`config.mk`:
```
export PLATFORM = sky130hd
export DESIGN_NAME = angle_tracker
export DESIGN_NICKNAME = d
export VERILOG_FILES = /design/src/rtl/angle_pkg.sv /design/src/rtl/angle_prescaler.sv /design/src/rtl/angle_tracker.sv
export SDC_FILE = /design/constraint.sdc
export NUM_CORES = 1
export LEC_CHECK = 0
export CAP_MARGIN = 20
export CORE_AREA = 2 2 109 90
export CTS_CLUSTER_DIAMETER = 120
export DETAILED_ROUTE_END_ITERATION = 7
export DIE_AREA = 0 0 111 92
export PLACE_DENSITY = 0.51
export SLEW_MARGIN = 5
export SYNTH_ARGS = -nofsm -noshare
export SYNTH_HDL_FRONTEND = slang
export SYNTH_HIERARCHICAL = 1
export SYNTH_SLANG_ARGS = --single-unit
```
`constraint.sdc`:
```
create_clock -name clk -period 3.1 [get_ports clk]
set_input_delay 0.775 -clock clk [delete_from_list [all_inputs] [get_ports clk]]
set_output_delay 0.775 -clock clk [all_outputs]
set_load 0.02 [all_outputs]
```
`src/rtl/angle_pkg.sv`:
```
// angle_pkg: shared constants for the angle tracker and its prescaler.
//   freq_e  - free-run mode encoding driven on the freq input
//   *_DEF   - default widths, prescaler terminal counts and timeout
package angle_pkg;

    typedef enum logic [1:0] {
        FREQ_60   = 2'd0,
        FREQ_50   = 2'd1,
        FREQ_CLK  = 2'd2,
        FREQ_HOLD = 2'd3
    } freq_e;

    localparam int unsigned THETA_W_DEF   = 10;
    localparam int unsigned DIV_W_DEF     = 9;
    localparam int unsigned DIV_60HZ_DEF  = 408;
    localparam int unsigned DIV_50HZ_DEF  = 489;
    localparam int unsigned TMO_STEPS_DEF = 1024;

endpackage

```
`src/rtl/angle_prescaler.sv`:
```
// angle_prescaler: divides clk down to one step strobe every DIV+1 clocks.
//   clk, RESET_N - clock, asynchronous active-low reset
//   freq         - mode select (see angle_pkg::freq_e)
//   clear        - restart the count (a load was accepted)
//   step_c       - combinational step strobe, high in the cycle the count sits at DIV
module angle_prescaler
    import angle_pkg::*;
#(
    parameter int unsigned DIV_W    = DIV_W_DEF,
    parameter int unsigned DIV_60HZ = DIV_60HZ_DEF,
    parameter int unsigned DIV_50HZ = DIV_50HZ_DEF
) (
    input  logic       clk,
    input  logic       RESET_N,
    input  logic [1:0] freq,
    input  logic       clear,
    output logic       step_c
);

    freq_e            mode;
    logic [DIV_W-1:0] div_c;
    logic [DIV_W-1:0] cnt;
    logic [1:0]       prev_freq;
    logic             prev_valid;
    logic             freq_chg_c;

    assign mode = freq_e'(freq);

    // Terminal count for the selected mode; hold mode never reaches a step.
    always_comb begin
        div_c = '0;
        case (mode)
            FREQ_60: div_c = DIV_W'(DIV_60HZ);
            FREQ_50: div_c = DIV_W'(DIV_50HZ);
            default: div_c = '0;
        endcase
    end

    // prev_valid keeps the first cycle after reset from looking like a mode change.
    assign freq_chg_c = prev_valid && (freq != prev_freq);
    assign step_c     = (mode != FREQ_HOLD) && !freq_chg_c && (cnt == div_c);

    // Divider count and mode history.
    always_ff @(posedge clk or negedge RESET_N) begin
        if (!RESET_N) begin
            cnt        <= '0;
            prev_freq  <= 2'd0;
            prev_valid <= 1'b0;
        end else begin
            if (clear || freq_chg_c || (mode == FREQ_HOLD) || step_c) begin
                cnt <= '0;
            end else begin
                cnt <= cnt + DIV_W'(1);
            end
            prev_freq  <= freq;
            prev_valid <= 1'b1;
        end
    end

endmodule

```
`src/rtl/angle_tracker.sv`:
```
// angle_tracker: tracks an external electrical angle and free-runs between loads.
//   clk, RESET_N  - clock, asynchronous active-low reset
//   theta_in      - measured angle, qualified by theta_valid
//   freq          - 0 = 60 Hz, 1 = 50 Hz, 2 = step every clock, 3 = hold
//   sequence_in   - 1 = increment per step, 0 = decrement
//   theta_out     - tracked angle
//   CYCLE         - one-cycle pulse on wrap in either direction
//   STEP          - one-cycle pulse on each self-generated step
//   STALE         - sticky, set after TMO_STEPS steps without a load
module angle_tracker
    import angle_pkg::*;
#(
    parameter int unsigned THETA_W   = THETA_W_DEF,
    parameter int unsigned DIV_W     = DIV_W_DEF,
    parameter int unsigned DIV_60HZ  = DIV_60HZ_DEF,
    parameter int unsigned DIV_50HZ  = DIV_50HZ_DEF,
    parameter int unsigned TMO_STEPS = TMO_STEPS_DEF
) (
    input  logic               clk,
    input  logic               RESET_N,
    input  logic [THETA_W-1:0] theta_in,
    input  logic               theta_valid,
    input  logic [1:0]         freq,
    input  logic               sequence_in,
    output logic [THETA_W-1:0] theta_out,
    output logic               CYCLE,
    output logic               STEP,
    output logic               STALE
);

    localparam int unsigned TMO_W = $clog2(TMO_STEPS + 1);

    logic [THETA_W-1:0] last_theta;
    logic [TMO_W-1:0]   tmo_cnt;
    logic [TMO_W-1:0]   tmo_next_c;
    logic [THETA_W-1:0] theta_step_c;
    logic               load_c;
    logic               step_c;
    logic               step_take_c;
    logic               wrap_c;

    // A repeated sample is not a load, so it neither restarts the prescaler nor clears STALE.
    assign load_c      = theta_valid && (theta_in != last_theta);
    assign step_take_c = step_c && !load_c;

    angle_prescaler #(
        .DIV_W    (DIV_W),
        .DIV_60HZ (DIV_60HZ),
        .DIV_50HZ (DIV_50HZ)
    ) u_prescaler (
        .clk     (clk),
        .RESET_N (RESET_N),
        .freq    (freq),
        .clear   (load_c),
        .step_c  (step_c)
    );

    // Next angle and wrap flag for a step in the current direction.
    always_comb begin
        theta_step_c = theta_out;
        wrap_c       = 1'b0;
        if (sequence_in) begin
            theta_step_c = theta_out + THETA_W'(1);
            wrap_c       = (theta_out == {THETA_W{1'b1}});
        end else begin
            theta_step_c = theta_out - THETA_W'(1);
            wrap_c       = (theta_out == '0);
        end
    end

    assign tmo_next_c = (tmo_cnt == TMO_W'(TMO_STEPS)) ? tmo_cnt : tmo_cnt + TMO_W'(1);

    // Angle register, event pulses and timeout tracking.
    always_ff @(posedge clk or negedge RESET_N) begin
        if (!RESET_N) begin
            theta_out  <= '0;
            last_theta <= '0;
            tmo_cnt    <= '0;
            CYCLE      <= 1'b0;
            STEP       <= 1'b0;
            STALE      <= 1'b0;
        end else begin
            CYCLE <= 1'b0;
            STEP  <= 1'b0;
            if (load_c) begin
                theta_out  <= theta_in;
                last_theta <= theta_in;
                tmo_cnt    <= '0;
                STALE      <= 1'b0;
            end else if (step_take_c) begin
                theta_out <= theta_step_c;
                CYCLE     <= wrap_c;
                STEP      <= 1'b1;
                tmo_cnt   <= tmo_next_c;
                if (tmo_next_c == TMO_W'(TMO_STEPS)) begin
                    STALE <= 1'b1;
                end
            end
        end
    end

endmodule

```
==> results by group <==
Logic synthesis
  – Area share of the largest cell type after synthesis: 40.6%
  – Syn Inst Count: 300
  – Yosys warns: 6
  – Sequential share of the synthesized area: 40.6%
  – Unique masters post-synth: 52
  – #FFs+latches synth: 46
  – Synth Cell Area: 2830 sq um
  – Syn Nets: 328
  – Async set-or-reset flop fraction in the synthesized netlist: 100%
  – Synth cell count leaders: dfrtp_1 (46), nand2_1 (30), nor2_1 (26), xnor2_1 (25), o21ai_0 (22)
  – Synth area leader: dfrtp_1
  – Main synth FF type: dfrtp_1
  – Post-synth EDFFs: 0
  – Dominant cells by area after synthesis: dfrtp_1 (41%), xnor2_1 (7.7%), ha_1 (4.9%)
  – Cell with the most instances after synthesis: dfrtp_1
  – Avg Inst Size Synth: 9.44 sq um

Critical path
  – CP Buf/Inv Count: 3
  – Cells along the critical path: clkdlybuf4s50_1 -> nor4b_1 -> a31oi_1 -> a2111oi_4 -> and3_1 -> buf_4 -> buf_4 -> mux2i_1 -> o21ai_0
  – Crit-path leading delay family: buffers and inverters
  – Worst Setup End Kind: flip-flop
  – Worst Path Max Fanout: 6
  – Slowest-stage cell, CP: clkdlybuf4s50_1
  – Critical path's most frequent cell: buf_4
  – Critical path's largest stage delay: 0.54 ns
  – Worst endpoint required time: 3.25 ns
  – Arr. time, crit path: 2.95 ns
  – Worst Setup Start Kind: input port
  – Worst Path Class, Setup: input port to flip-flop

Clock network
  – CTS tree: yes
  – Total CTS buffers: 5
  – Post-CTS Hold Buffers: 0
  – Worst-Skew Late Latency: 0.28 ns
  – H-tree lvl count: 2
  – Root Driver: clkbuf_16
  – CTS sink count: 46
  – # resized after CTS: 0
  – CTS max path bufs: 2
  – Post-CTS setup buffer count: 0
  – Worst-path clk slew: 0.06 ns

Pwr
  – VDD IR max: 0.298 mV
  – Clock share of power: 38.0%
  – Pleak: 1.41 nW
  – Power Density: 455 nW/um^2
  – Power, Total: 1.58 mW
  – Sw Pwr: 0.415 mW
  – Combinational share of power: 19.7%
  – Internal Pwr Total: 1.16 mW
  – Sw Share: 26.4%
  – Register share of total power: 42.3%

Global route
  – First-pass GRT wire length: 10.7 mm
  – Grt ovf: 0
  – Gr usage total: 12.9%
  – Initial antenna violation count: 0
  – Largest net degree at the start of global routing: 31
  – Number of global-route vias before repair: 2129

Route
  – DR vias/cell: 4.92
  – Routed wire per std cell: 13.7 um
  – DRC viols: 0
  – Starting DRC count in detailed routing: 68
  – 1st-pass router iterations: 4
  – Total wire length: 6.30 mm
  – Antenna viol nets, final: 0
  – Total vias in the final route: 2258

Cells and area
  – Share of layout cells above drive strength 1: 11.2%
  – Register Area: 1150 sq um
  – ANT cells: 0
  – Final std cells w/o fill: 459
  – Fin util: 37.5%
  – Multi-input logic area: 1580 sq um
  – Fill count: 970
  – Nets@finish: 367
  – Cell area after layout: 3470 sq um
  – P&R area growth vs syn: 22.4%

Flow run
  – Max_cap viols: 0

Timing
  – Fin. max-slew vios: 0
  – Final setup TNS: 0 ns
  – RSZ-0062 raised after global routing: no
  – Setup Skew: 0.00636 ns
  – Period utilization: 90.2%
  – Worst hold margin: 0.445 ns
  – FMAX: 0.357 GHz
  – Tmin final: 2.80 ns
  – Final hold vios: 0
  – Setup Viol. Count Final: 0
  – Worst Slack Setup Final: 0.302 ns

Floorplanning
  – CORE AREA: 9250 sq um
  – Initial Utilization: 30.6%
  – Row count: 32
  – Die X: 111 um
  – Die footprint: 10200 sq um
  – Die Span Y: 92 um
  – Ports: 29

Placement
  – Final HPWL from detailed placement: 4.68 mm
  – Placed Area: 3300 sq um
  – PortBufs: 28
  – Dpl cells: 451
  – Gpl congestion: 0.872
  – Pre-CTS WS: -0.00165 ns

Run status
  – Status: finished clean

Hold path
  – Hold WC Path Type: input port to async pin
## cells in the final DEF, fill, tap and decap left out, types with 2 or more instances in the layout
cell and count:
o21ai_0 22, dfrtp_1 46, xnor2_1 25, clkbuf_16 5, a31oi_1 4, nor3_1 13
mux2i_1 6, nor2_1 26, nand3_1 10, nand2_1 30, xor2_1 11, and3_1 4
nor4_1 3, o211ai_1 2, nor4b_1 2, mux2_2 8, inv_1 10, nor2b_1 8
clkbuf_1 2, a211o_1 2, a21oi_1 10, nor3b_1 2, nand2b_1 2, clkdlybuf4s50_1 27
buf_4 14, nand4_1 8, ha_1 11
## flip-flops by register name, indices dropped and copies added (netlist names)
register	cells
STEP	1
u_prescaler/cnt	9
STALE	1
tmo_cnt	11
last_theta	10
u_prescaler/prev_freq	2
theta_out	10
u_prescaler/prev_valid	1
CYCLE	1
## layer usage
metal / GRT usage [%] / up-vias / routed length, um
li1: - / 1130 / -
met3: 2.91 / 2 / 260
met5: 0 / - / 0
met4: 2.92 / 0 / 36
met2: 19.0 / 44 / 2650
met1: 19.3 / 1082 / 3350
## final cells by class
type,instances,area share (%)
clock buffers,7,3.83
clock inverters,1,0.866
inverters,11,1.19
multi-input cells,233,45.7
flip-flops and latches,46,33.2
well taps,119,4.29
repair buffers,42,11.0
## path summary, 6_finish.rpt
path / start / cells after the start / to / slack, ns
max in group asynchronous: RESET_N / 2 / u_prescaler/cnt[6]$_DFF_PN0_ / 1.92
hold reg to reg: STALE$_DFFE_PN0P_ / 2 / STALE$_DFFE_PN0P_ / 0.49
min in group clk: STALE$_DFFE_PN0P_ / 2 / STALE$_DFFE_PN0P_ / 0.49
setup reg to reg: u_prescaler/cnt[5]$_DFF_PN0_ / 8 / theta_out[5]$_DFFE_PN0P_ / 0.80
hold / removal: RESET_N / 1 / theta_out[2]$_DFFE_PN0P_ / 0.44
setup / recovery: freq[1] / 9 / theta_out[5]$_DFFE_PN0P_ / 0.30
## logic make-up (layout without fill, tap and decap cells)
kind of cell,count (synthesis),count (layout),synth area share [%]
muxes,14,14,5.30
buffers and inverters,21,61,3.49
and+or+nand+nor,118,118,21.1
adders and majority gates,12,12,5.57
other,1,1,0.132
xor gates and xnor gates,36,36,11.1
DFF,46,46,40.6
AOI/OAI and AO/OA,52,52,12.6
## power by group through the flow
stage / clock network, mW / registers, mW / logic, mW
after global placement: 0 / 0.677 / 0.310
after floorplan: 0 / 0.686 / 0.183
after CTS: 0.615 / 0.667 / 0.314
after global routing: 0.642 / 0.673 / 0.344
after detailed placement: 0 / 0.678 / 0.311
final: 0.598 / 0.667 / 0.311
Note: power is estimated with default switching activity, not from simulation.
